**src/rtl/array_4_arb.sv**
```systemverilog
// Two-requester round-robin front end for a single-port masked RAM.
// After reset the RAM is swept to INIT_VAL, then requests are arbitrated one per cycle.
module array_4_arb #(
  parameter logic [7:0] INIT_VAL = 8'h00
) (
  input  logic       clock,
  input  logic       reset_n,

  input  logic       a_req_valid,
  output logic       a_req_ready,
  input  logic       a_req_write,
  input  logic [7:0] a_req_addr,
  input  logic [7:0] a_req_mask,
  input  logic [7:0] a_req_data,
  output logic       a_resp_valid,
  output logic [7:0] a_resp_data,

  input  logic       b_req_valid,
  output logic       b_req_ready,
  input  logic       b_req_write,
  input  logic [7:0] b_req_addr,
  input  logic [7:0] b_req_mask,
  input  logic [7:0] b_req_data,
  output logic       b_resp_valid,
  output logic [7:0] b_resp_data,

  output logic       mem_en,
  output logic       mem_wmode,
  output logic [7:0] mem_addr,
  output logic [7:0] mem_wmask,
  output logic [7:0] mem_wdata,
  input  logic [7:0] mem_rdata,

  output logic       init_busy,
  output logic [7:0] conflict_cnt
);

  typedef enum logic [1:0] {
    ST_PRE  = 2'd0,
    ST_INIT = 2'd1,
    ST_RUN  = 2'd2
  } state_t;

  state_t     state, state_nxt;
  logic [7:0] sweep_cnt;
  logic       ptr_b;      // 1 = B wins the next conflict
  logic       pend_a, pend_b;
  logic       in_run;
  logic       a_grant, b_grant;

  // Ready looks only at the other requester's valid, so no valid->ready loop exists.
  assign in_run      = (state == ST_RUN);
  assign a_req_ready = in_run && (!b_req_valid || !ptr_b);
  assign b_req_ready = in_run && (!a_req_valid ||  ptr_b);
  assign a_grant     = a_req_valid && a_req_ready;
  assign b_grant     = b_req_valid && b_req_ready;

  assign a_resp_valid = pend_a;
  assign b_resp_valid = pend_b;
  assign a_resp_data  = pend_a ? mem_rdata : 8'h00;
  assign b_resp_data  = pend_b ? mem_rdata : 8'h00;

  // NOTE: sequential state uses non-blocking assignments so every register samples pre-edge values.
  always_ff @(posedge clock or negedge reset_n) begin
    if (!reset_n) state <= ST_PRE;
    else          state <= state_nxt;
  end

  // NOTE: every output of this block gets a default first, so no path leaves one unassigned (no latch).
  always_comb begin
    state_nxt = state;
    init_busy = 1'b1;
    mem_en    = 1'b0;
    mem_wmode = 1'b0;
    mem_addr  = 8'h00;
    mem_wmask = 8'h00;
    mem_wdata = 8'h00;
    case (state)
      ST_PRE: state_nxt = ST_INIT;
      ST_INIT: begin
        mem_en    = 1'b1;
        mem_wmode = 1'b1;
        mem_addr  = sweep_cnt;
        mem_wmask = 8'hFF;
        mem_wdata = INIT_VAL;
        if (sweep_cnt == 8'hFF) state_nxt = ST_RUN;
      end
      ST_RUN: begin
        init_busy = 1'b0;
        if (a_grant) begin
          mem_en    = 1'b1;
          mem_wmode = a_req_write;
          mem_addr  = a_req_addr;
          mem_wmask = a_req_mask;
          mem_wdata = a_req_data;
        end else if (b_grant) begin
          mem_en    = 1'b1;
          mem_wmode = b_req_write;
          mem_addr  = b_req_addr;
          mem_wmask = b_req_mask;
          mem_wdata = b_req_data;
        end
      end
      default: state_nxt = ST_PRE;
    endcase
  end

  // Counter wraps 255 -> 0 as INIT ends, leaving it ready for the next sweep.
  always_ff @(posedge clock or negedge reset_n) begin
    if (!reset_n)               sweep_cnt <= 8'h00;
    else if (state == ST_INIT)  sweep_cnt <= sweep_cnt + 8'd1;
  end

  always_ff @(posedge clock or negedge reset_n) begin
    if (!reset_n) begin
      ptr_b  <= 1'b0;
      pend_a <= 1'b0;
      pend_b <= 1'b0;
    end else begin
      if (a_grant)      ptr_b <= 1'b1;
      else if (b_grant) ptr_b <= 1'b0;
      pend_a <= a_grant && !a_req_write;
      pend_b <= b_grant && !b_req_write;
    end
  end

  always_ff @(posedge clock or negedge reset_n) begin
    if (!reset_n)
      conflict_cnt <= 8'h00;
    else if (in_run && a_req_valid && b_req_valid && (conflict_cnt != 8'hFF))
      conflict_cnt <= conflict_cnt + 8'd1;
  end

endmodule

```
**config.mk**
```make
export PLATFORM = sky130hd
export DESIGN_NAME = array_4_arb
export DESIGN_NICKNAME = d
export VERILOG_FILES = /design/src/rtl/array_4_arb.sv
export SDC_FILE = /design/constraint.sdc
export NUM_CORES = 1
export LEC_CHECK = 0
export CELL_PAD_IN_SITES_DETAIL_PLACEMENT = 1
export CELL_PAD_IN_SITES_GLOBAL_PLACEMENT = 1
export CORE_MARGIN = 8
export CORE_UTILIZATION = 23
export CTS_CLUSTER_DIAMETER = 150
export CTS_CLUSTER_SIZE = 25
export DETAILED_ROUTE_END_ITERATION = 16
export PLACE_DENSITY_LB_ADDON = 0.25
export SLEW_MARGIN = 25
export SYNTH_ARGS = -nofsm -noshare
export SYNTH_HDL_FRONTEND = slang
export SYNTH_SLANG_ARGS = --single-unit
```
**constraint.sdc**
```tcl
create_clock -name clock -period 2.6 [get_ports clock]
set_input_delay 0.65 -clock clock [delete_from_list [all_inputs] [get_ports clock]]
set_output_delay 0.65 -clock clock [all_outputs]
set_load 0.02 [all_outputs]
```
==> results of run 1 <==
where the power goes:
| group | internal [mW] | switching, mW | total, mW |
|---|---|---|---|
| combinational | 0.0856 | 0.0306 | 0.116 |
| sequential | 0.326 | 0 | 0.326 |
| clock | 0.108 | 0.121 | 0.229 |
worst paths after layout:
check                                  start              end  slack, ns  cells after the start
worst min-delay path            sweep_cnt[7]     sweep_cnt[7]       0.52                      1
worst max-delay path            mem_rdata[6]   b_resp_data[6]       0.07                      3
worst min register to register  sweep_cnt[7]     sweep_cnt[7]       0.52                      1
max in group asynchronous            reset_n         state[0]       1.65                      2
min in group asynchronous            reset_n     sweep_cnt[0]       0.72                      2
worst max register to register      state[0]  conflict_cnt[7]       0.89                      7
layout make-up:
| class | instances | area (µm²) |
|---|---|---|
| Fill cell | 809 | 3770 |
| Timing Repair Buffer | 139 | 1270 |
| Multi-Input combinational cell | 155 | 1040 |
| Sequential cell | 21 | 526 |
| Tap cell | 96 | 120 |
| Clock buffer | 3 | 41.3 |
| Inverter | 6 | 22.5 |
| Clock inverter | 1 | 7.51 |
repair_timing:
action | CTS | global route
resized for setup | 98 | 21
buffers inserted | 0 | 0
hold endpoints to repair | 0 | 0
pin swaps | 2 | 2
endpoints found under the setup margin | 28 | 22
per-stage QoR:
stage / total power, mW / utilization [%]
after floorplan: 0.342 / -
after global placement: 0.449 / 44.6
after detailed placement: 0.451 / 44.6
after CTS: 0.684 / 45.0
after global routing: 0.700 / 44.5
final: 0.672 / 44.5
routing by layer:
metal,vias to the layer above,track usage (%),routed length [µm]
met5,-,0,0
met4,0,2.10,23
met1,886,16.5,3170
li1,942,-,-
met3,2,3.88,525
met2,73,23.8,3310
logic make-up (layout without fill, tap and decap cells):
group,Yosys count,in the layout,share of synthesized area [%]
and+or+nand+nor,92,92,29.3
AOI/OAI and AO/OA,40,40,17.7
DFF,21,21,32.6
buffers and inverters,16,149,5.27
muxes,9,9,6.20
xor gates and xnor gates,8,8,4.34
adders and majority gates,6,6,4.65
synthesized netlist by cell type, drive strengths merged:
cell type / instances
a21oi: 10
a221oi: 4
a222oi: 4
a22o: 1
a31oi: 7
and2: 17
and3: 2
and4: 1
buf: 9
clkbuf: 1
dfrtp: 21
ha: 6
inv: 6
mux2: 5
mux2i: 4
nand2: 34
nand2b: 2
nand3: 10
nand4: 5
nand4b: 1
nor2: 13
nor2b: 5
nor3: 1
o211ai: 1
o21a: 1
o21ai: 10
o21bai: 1
o22ai: 1
or2: 1
xnor2: 5
xor2: 3
sequential cells by signal (all words and copies together) (netlist names):
name and flops:
a_resp_valid 1, state 2, conflict_cnt 8, sweep_cnt 8, b_resp_valid 1, ptr_b 1
==> flow_summary.html, run 1 <==
<table>
<tr><th>Metric</th><th>Value</th></tr>
<tr><th colspan="2">Critical path</th></tr>
<tr><td>Category of the most critical setup path</td><td>in -&gt; out</td></tr>
<tr><td>Arrival time reported for the critical path endpoint</td><td>1.88 ns</td></tr>
<tr><td>Slowest-stage cell, CP</td><td>sky130_fd_sc_hd__clkdlybuf4s50_1</td></tr>
<tr><td>Crit path top cell by count</td><td>sky130_fd_sc_hd__clkdlybuf4s50_1</td></tr>
<tr><td>Worst Setup Start Kind</td><td>primary input</td></tr>
<tr><td>CP endpoint kind</td><td>output port</td></tr>
<tr><td>Buffering stage count on the worst path with inverters included</td><td>2</td></tr>
<tr><td>CP max stage delay</td><td>0.62 ns</td></tr>
<tr><td>Crit-path cells</td><td>clkdlybuf4s50_1 -&gt; and2_1 -&gt; clkdlybuf4s50_1</td></tr>
<tr><td>Worst path top cell family by delay</td><td>buffers and inverters</td></tr>
<tr><td>CP max FO</td><td>2</td></tr>
<tr><td>Data required, critical path</td><td>1.95 ns</td></tr>
<tr><th colspan="2">Synth</th></tr>
<tr><td>Number of nets in the synthesized netlist</td><td>260</td></tr>
<tr><td>Top cell type by total area after synthesis</td><td>sky130_fd_sc_hd__dfrtp_1</td></tr>
<tr><td>Largest cells by area after synthesis</td><td>sky130_fd_sc_hd__dfrtp_1 (33%), sky130_fd_sc_hd__nand2_1 (7.7%), sky130_fd_sc_hd__and2_1 (6.6%)</td></tr>
<tr><td>Sequential-to-total area share from yosys stat</td><td>32.6%</td></tr>
<tr><td>Total number of yosys warnings</td><td>0</td></tr>
<tr><td>Area share of the largest cell type after synthesis</td><td>32.6%</td></tr>
<tr><td>Number of unique standard cell types used by synthesis</td><td>40</td></tr>
<tr><td>Flip-flop and latch count after synthesis</td><td>21</td></tr>
<tr><td>Post-synthesis instance area</td><td>1610 µm²</td></tr>
<tr><td>Number of cells produced by synthesis</td><td>192</td></tr>
<tr><td>Mean Syn Cell Area</td><td>8.41 µm²</td></tr>
<tr><th colspan="2">Global routing</th></tr>
<tr><td>Total GRT Usage</td><td>13.7%</td></tr>
<tr><td>Largest net degree at the start of global routing</td><td>22</td></tr>
<tr><td>Number of global-route vias before repair</td><td>2,013</td></tr>
<tr><td>Antenna violations before repair</td><td>0</td></tr>
<tr><td>Wire length of the first global-routing pass</td><td>11.1 mm</td></tr>
<tr><td>Sum of overflow across all layers after global routing</td><td>0</td></tr>
<tr><th colspan="2">Clocking</th></tr>
<tr><td>Post-CTS clock slew at the launch and capture registers of the worst setup and hold paths</td><td>0.09 ns</td></tr>
<tr><td>CTS HTree Levels</td><td>1</td></tr>
<tr><td>Clk Tree Root Cell</td><td>sky130_fd_sc_hd__clkbuf_8</td></tr>
<tr><td>Number of buffers inserted during clock tree synthesis</td><td>3</td></tr>
<tr><td>Hold Buf Count CTS</td><td>0</td></tr>
<tr><td>Clock sink count</td><td>21</td></tr>
<tr><td>TritonCTS clock tree</td><td>done</td></tr>
<tr><td>Clock tree buffer depth</td><td>2</td></tr>
<tr><td>Later-pin clock latency in the skew report</td><td>0.27 ns</td></tr>
<tr><th colspan="2">Timing</th></tr>
<tr><td>Unrepaired setup endpoints after global routing</td><td>false</td></tr>
<tr><td>Slew @ Worst Pin</td><td>0.364 ns</td></tr>
<tr><td>Largest clock skew in the final design</td><td>0.00809 ns</td></tr>
<tr><td>Worst Setup Slack, final</td><td>0.0738 ns</td></tr>
<tr><td>Final period utilization</td><td>97.2%</td></tr>
<tr><td>Slew headroom</td><td>75.7%</td></tr>
<tr><td>Final hold slack</td><td>0.524 ns</td></tr>
<tr><td>Final-layout setup total negative slack</td><td>0 ns</td></tr>
<tr><td>Achievable frequency</td><td>0.396 GHz</td></tr>
<tr><td>Pins over their slew limit</td><td>0</td></tr>
<tr><td>Time the worst path needs with I/O delays and setup</td><td>2.53 ns</td></tr>
<tr><td>Final number of hold-violating endpoints</td><td>0</td></tr>
<tr><td>Finish-stage setup viols</td><td>0</td></tr>
<tr><th colspan="2">Cells and area</th></tr>
<tr><td>Net count, final</td><td>394</td></tr>
<tr><td>Final design area excluding fillers</td><td>3020 µm²</td></tr>
<tr><td>Most frequent cells in the layout</td><td>sky130_fd_sc_hd__clkdlybuf4s50_1 (87), sky130_fd_sc_hd__nand2_1 (33), sky130_fd_sc_hd__buf_4 (23), sky130_fd_sc_hd__dfrtp_1 (21), sky130_fd_sc_hd__and2_1 (17)</td></tr>
<tr><td>Final antenna diode count</td><td>0</td></tr>
<tr><td>Number of standard cells in the layout, taps in and fillers out</td><td>421</td></tr>
<tr><td>Share of post-route cells with drive strength above 1</td><td>22.2%</td></tr>
<tr><td>Area growth from synthesis to layout</td><td>87.3%</td></tr>
<tr><td>Most common cell after layout, fill and taps aside</td><td>sky130_fd_sc_hd__clkdlybuf4s50_1</td></tr>
<tr><th colspan="2">Floorplan</th></tr>
<tr><td>Die span in y</td><td>99.8 µm</td></tr>
<tr><td>Die extent in x</td><td>99.8 µm</td></tr>
<tr><td>Rows</td><td>30</td></tr>
<tr><td>Initial Util</td><td>23.8%</td></tr>
<tr><td>I/O Pins</td><td>117</td></tr>
<tr><td>Area of the die</td><td>9950 µm²</td></tr>
<tr><td>Placeable core area</td><td>6790 µm²</td></tr>
<tr><th colspan="2">Route</th></tr>
<tr><td>Aggregate routed wire length</td><td>7.02 mm</td></tr>
<tr><td>Residual DRC</td><td>0</td></tr>
<tr><td>Total via count in the routed design</td><td>1,903</td></tr>
<tr><td>Pre-antenna DRT Iters</td><td>5</td></tr>
<tr><td>Average wire per standard cell</td><td>16.7 µm</td></tr>
<tr><td>Number of antenna-violating nets in the routed design</td><td>0</td></tr>
<tr><td>Via count normalized by instance count</td><td>4.52</td></tr>
<tr><td>Number of DRC violations after detailed-routing iteration 0</td><td>75</td></tr>
<tr><th colspan="2">Pwr</th></tr>
<tr><td>P_leak</td><td>1.31 nW</td></tr>
<tr><td>Worst supply voltage drop on vdd</td><td>199 µV</td></tr>
<tr><td>P per Cell Area</td><td>222 nW/µm²</td></tr>
<tr><th colspan="2">Min path</th></tr>
<tr><td>Hold/Removal Path Class</td><td>reg -&gt; reg</td></tr>
<tr><th colspan="2">Placement</th></tr>
<tr><td>Dpl cell area</td><td>3030 µm²</td></tr>
<tr><td>Quantity of I/O buffers inserted on ports</td><td>116</td></tr>
<tr><td>Final HPWL DP</td><td>5.81 mm</td></tr>
<tr><td>Final weighted congestion in routability-driven placement</td><td>0.772</td></tr>
<tr><td>Placed cells</td><td>417</td></tr>
<tr><td>Placement-stage worst setup slack</td><td>-0.811 ns</td></tr>
<tr><th colspan="2">Job</th></tr>
<tr><td>Max-cap viol count</td><td>0</td></tr>
<tr><th colspan="2">Status</th></tr>
<tr><td>Outcome</td><td>finished clean</td></tr>
</table>
Note: power is estimated with default switching activity, not from simulation.
==> run 2: changes to the inputs <==
==> constraint.sdc (replaced) <==
create_clock -name clock -period 2.6 [get_ports clock]
set_input_delay 0.65 -clock clock [delete_from_list [all_inputs] [get_ports clock]]
set_output_delay 0.65 -clock clock [all_outputs]
set_load 0.005 [all_outputs]
==> flow_summary.html, run 2 (synthesis gave the netlist of run 1 again) <==
<table>
<tr><th>Metric</th><th>Value</th></tr>
<tr><th colspan="2">Status</th></tr>
<tr><td>Outcome</td><td>finished clean</td></tr>
<tr><th colspan="2">Timing</th></tr>
<tr><td>Pins over their slew limit</td><td>0</td></tr>
<tr><td>Worst Setup Slack, final</td><td>0.0510 ns</td></tr>
<tr><td>Time the worst path needs with I/O delays and setup</td><td>2.55 ns</td></tr>
<tr><td>Slew @ Worst Pin</td><td>0.338 ns</td></tr>
<tr><td>Achievable frequency</td><td>0.392 GHz</td></tr>
<tr><td>Largest clock skew in the final design</td><td>0.00123 ns</td></tr>
<tr><td>Finish-stage setup viols</td><td>0</td></tr>
<tr><td>Final number of hold-violating endpoints</td><td>0</td></tr>
<tr><td>Final-layout setup total negative slack</td><td>0 ns</td></tr>
<tr><td>Slew headroom</td><td>77.5%</td></tr>
<tr><td>Unrepaired setup endpoints after global routing</td><td>true</td></tr>
<tr><td>Final period utilization</td><td>98.0%</td></tr>
<tr><th colspan="2">Global routing</th></tr>
<tr><td>Sum of overflow across all layers after global routing</td><td>0</td></tr>
<tr><td>Total GRT Usage</td><td>13.5%</td></tr>
<tr><td>Antenna violations before repair</td><td>0</td></tr>
<tr><td>Wire length of the first global-routing pass</td><td>10.8 mm</td></tr>
<tr><td>Number of global-route vias before repair</td><td>2,006</td></tr>
<tr><td>Largest net degree at the start of global routing</td><td>22</td></tr>
<tr><th colspan="2">Route</th></tr>
<tr><td>Average wire per standard cell</td><td>16.8 µm</td></tr>
<tr><td>Routed length on met3</td><td>549 µm</td></tr>
<tr><td>Number of DRC violations after detailed-routing iteration 0</td><td>52</td></tr>
<tr><td>Aggregate routed wire length</td><td>7.07 mm</td></tr>
<tr><td>Pre-antenna DRT Iters</td><td>7</td></tr>
<tr><td>Residual DRC</td><td>0</td></tr>
<tr><td>Number of antenna-violating nets in the routed design</td><td>0</td></tr>
<tr><td>Met1 Wirelength</td><td>3.08 mm</td></tr>
<tr><td>Via count normalized by instance count</td><td>4.59</td></tr>
<tr><td>Highest metal layer with signal wires</td><td>met4</td></tr>
<tr><td>Total via count in the routed design</td><td>1,926</td></tr>
<tr><td>Amount of wire on met2 after detailed routing</td><td>3.38 mm</td></tr>
<tr><th colspan="2">Cells and area</th></tr>
<tr><td>Number of standard cells in the layout, taps in and fillers out</td><td>420</td></tr>
<tr><td>Multi-input gate area</td><td>1090 µm²</td></tr>
<tr><td>Area growth from synthesis to layout</td><td>92.9%</td></tr>
<tr><td>Final antenna diode count</td><td>0</td></tr>
<tr><td>Most common cell after layout, fill and taps aside</td><td>sky130_fd_sc_hd__clkdlybuf4s50_1</td></tr>
<tr><td>Final design area excluding fillers</td><td>3110 µm²</td></tr>
<tr><td>Number of filler cells placed in the layout</td><td>812</td></tr>
<tr><td>Most frequent cells in the layout</td><td>sky130_fd_sc_hd__clkdlybuf4s50_1 (89), sky130_fd_sc_hd__nand2_1 (32), sky130_fd_sc_hd__dfrtp_1 (21), sky130_fd_sc_hd__buf_4 (18), sky130_fd_sc_hd__and2_1 (17)</td></tr>
<tr><td>Largest registers</td><td>conflict_cnt x8, sweep_cnt x8, state x2</td></tr>
<tr><td>Register cell area after layout</td><td>526 µm²</td></tr>
<tr><td>Net count, final</td><td>393</td></tr>
<tr><td>Share of post-route cells with drive strength above 1</td><td>19.4%</td></tr>
<tr><th colspan="2">Critical path</th></tr>
<tr><td>Crit-path cells</td><td>dlygate4sd2_1 -&gt; nand2_2 -&gt; and3_4 -&gt; buf_4 -&gt; mux2i_1 -&gt; o21ai_2 -&gt; dlygate4sd2_1</td></tr>
<tr><td>Crit path top cell by count</td><td>sky130_fd_sc_hd__dlygate4sd2_1</td></tr>
<tr><td>Data required, critical path</td><td>1.95 ns</td></tr>
<tr><td>CP max FO</td><td>5</td></tr>
<tr><td>Worst path top cell family by delay</td><td>buffers and inverters</td></tr>
<tr><td>CP max stage delay</td><td>0.27 ns</td></tr>
<tr><td>Slowest-stage cell, CP</td><td>sky130_fd_sc_hd__dlygate4sd2_1</td></tr>
<tr><td>Buffering stage count on the worst path with inverters included</td><td>3</td></tr>
<tr><td>Worst reg2reg path depth</td><td>7</td></tr>
<tr><td>CP endpoint kind</td><td>output port</td></tr>
<tr><td>Levels on crit path</td><td>7</td></tr>
<tr><td>Worst Setup Start Kind</td><td>primary input</td></tr>
<tr><td>Category of the most critical setup path</td><td>in -&gt; out</td></tr>
<tr><td>Arrival time reported for the critical path endpoint</td><td>1.90 ns</td></tr>
<tr><th colspan="2">Floorplan</th></tr>
<tr><td>Initial Util</td><td>23.8%</td></tr>
<tr><td>Die span in y</td><td>99.8 µm</td></tr>
<tr><td>Area of the die</td><td>9950 µm²</td></tr>
<tr><td>I/O Pins</td><td>117</td></tr>
<tr><td>Placeable core area</td><td>6790 µm²</td></tr>
<tr><td>Die extent in x</td><td>99.8 µm</td></tr>
<tr><td>Rows</td><td>30</td></tr>
<tr><th colspan="2">Min path</th></tr>
<tr><td>Hold/Removal Path Class</td><td>reg -&gt; reg</td></tr>
<tr><td>Hold Crit Depth</td><td>1</td></tr>
<tr><th colspan="2">Placement</th></tr>
<tr><td>Dpl cell area</td><td>3020 µm²</td></tr>
<tr><td>Quantity of I/O buffers inserted on ports</td><td>116</td></tr>
<tr><td>Final weighted congestion in routability-driven placement</td><td>0.774</td></tr>
<tr><td>Placement-stage worst setup slack</td><td>-0.640 ns</td></tr>
<tr><td>Placed cells</td><td>414</td></tr>
<tr><td>Final HPWL DP</td><td>5.92 mm</td></tr>
<tr><th colspan="2">Pwr</th></tr>
<tr><td>P per Cell Area</td><td>213 nW/µm²</td></tr>
<tr><td>Overall power</td><td>0.662 mW</td></tr>
<tr><td>Worst supply voltage drop on vdd</td><td>206 µV</td></tr>
<tr><td>P_leak</td><td>1.30 nW</td></tr>
<tr><th colspan="2">Job</th></tr>
<tr><td>Max-cap viol count</td><td>0</td></tr>
<tr><th colspan="2">Clocking</th></tr>
<tr><td>Post-CTS clock slew at the launch and capture registers of the worst setup and hold paths</td><td>0.08 ns</td></tr>
<tr><td>Clock sink count</td><td>21</td></tr>
<tr><td>Later-pin clock latency in the skew report</td><td>0.26 ns</td></tr>
<tr><td>Clk Tree Root Cell</td><td>sky130_fd_sc_hd__clkbuf_8</td></tr>
<tr><td>Hold Buf Count CTS</td><td>0</td></tr>
<tr><td>Clock tree buffer depth</td><td>2</td></tr>
<tr><td>CTS HTree Levels</td><td>1</td></tr>
<tr><td>Number of buffers inserted during clock tree synthesis</td><td>3</td></tr>
<tr><td>TritonCTS clock tree</td><td>done</td></tr>
</table>
run 2: per-layer routing:
layer / global-route usage (%) / vias up
met5: 0 / -
met3: 4.15 / 6
li1: - / 940
met1: 15.5 / 901
met4: 3.03 / 0
met2: 23.6 / 79
run 2: worst paths after layout:
check                        startpoint               to  slack [ns]
setup / recovery            b_req_valid      mem_addr[4]        0.05
hold / removal             sweep_cnt[7]     sweep_cnt[7]        0.51
setup reg to reg               state[0]  conflict_cnt[7]        0.89
hold reg to reg            sweep_cnt[7]     sweep_cnt[7]        0.51
max in group asynchronous       reset_n            ptr_b        1.64
min in group asynchronous       reset_n     sweep_cnt[0]        0.74
run 2: report_power, final:
| group | leakage [nW] | switching (mW) | total (mW) | internal, mW |
|---|---|---|---|---|
| registers | 0.278 | 0 | 0.326 | 0.326 |
| logic | 0.994 | 0.0319 | 0.118 | 0.0865 |
| clock network | 0.0255 | 0.111 | 0.218 | 0.107 |
| total | 1.30 | 0.143 | 0.662 | 0.520 |
run 2: final cells by class:
| class | count | area share (%) |
|---|---|---|
| Multi-Input combinational cell | 155 | 35.0 |
| Clock buffer | 3 | 1.33 |
| Tap cell | 96 | 3.86 |
| Timing Repair Buffer | 138 | 42.0 |
| Sequential cell | 21 | 16.9 |
| Clock inverter | 1 | 0.161 |
| Inverter | 6 | 0.723 |
run 2: stage by stage:
step           hold slack (ns)  utilization (%)
2_1_floorplan            0.354                -
3_3_place_gp             0.497             44.5
3_5_place_dp             0.507             44.5
4_1_cts                  0.520             45.3
5_1_grt                  0.531             45.8
6_report                 0.509             45.8
run 2: what timing repair did:
action	in CTS	in global routing
pin swaps	5	9
setup endpoints to repair	28	26
gates resized for setup	39	36
buffers inserted	1	1
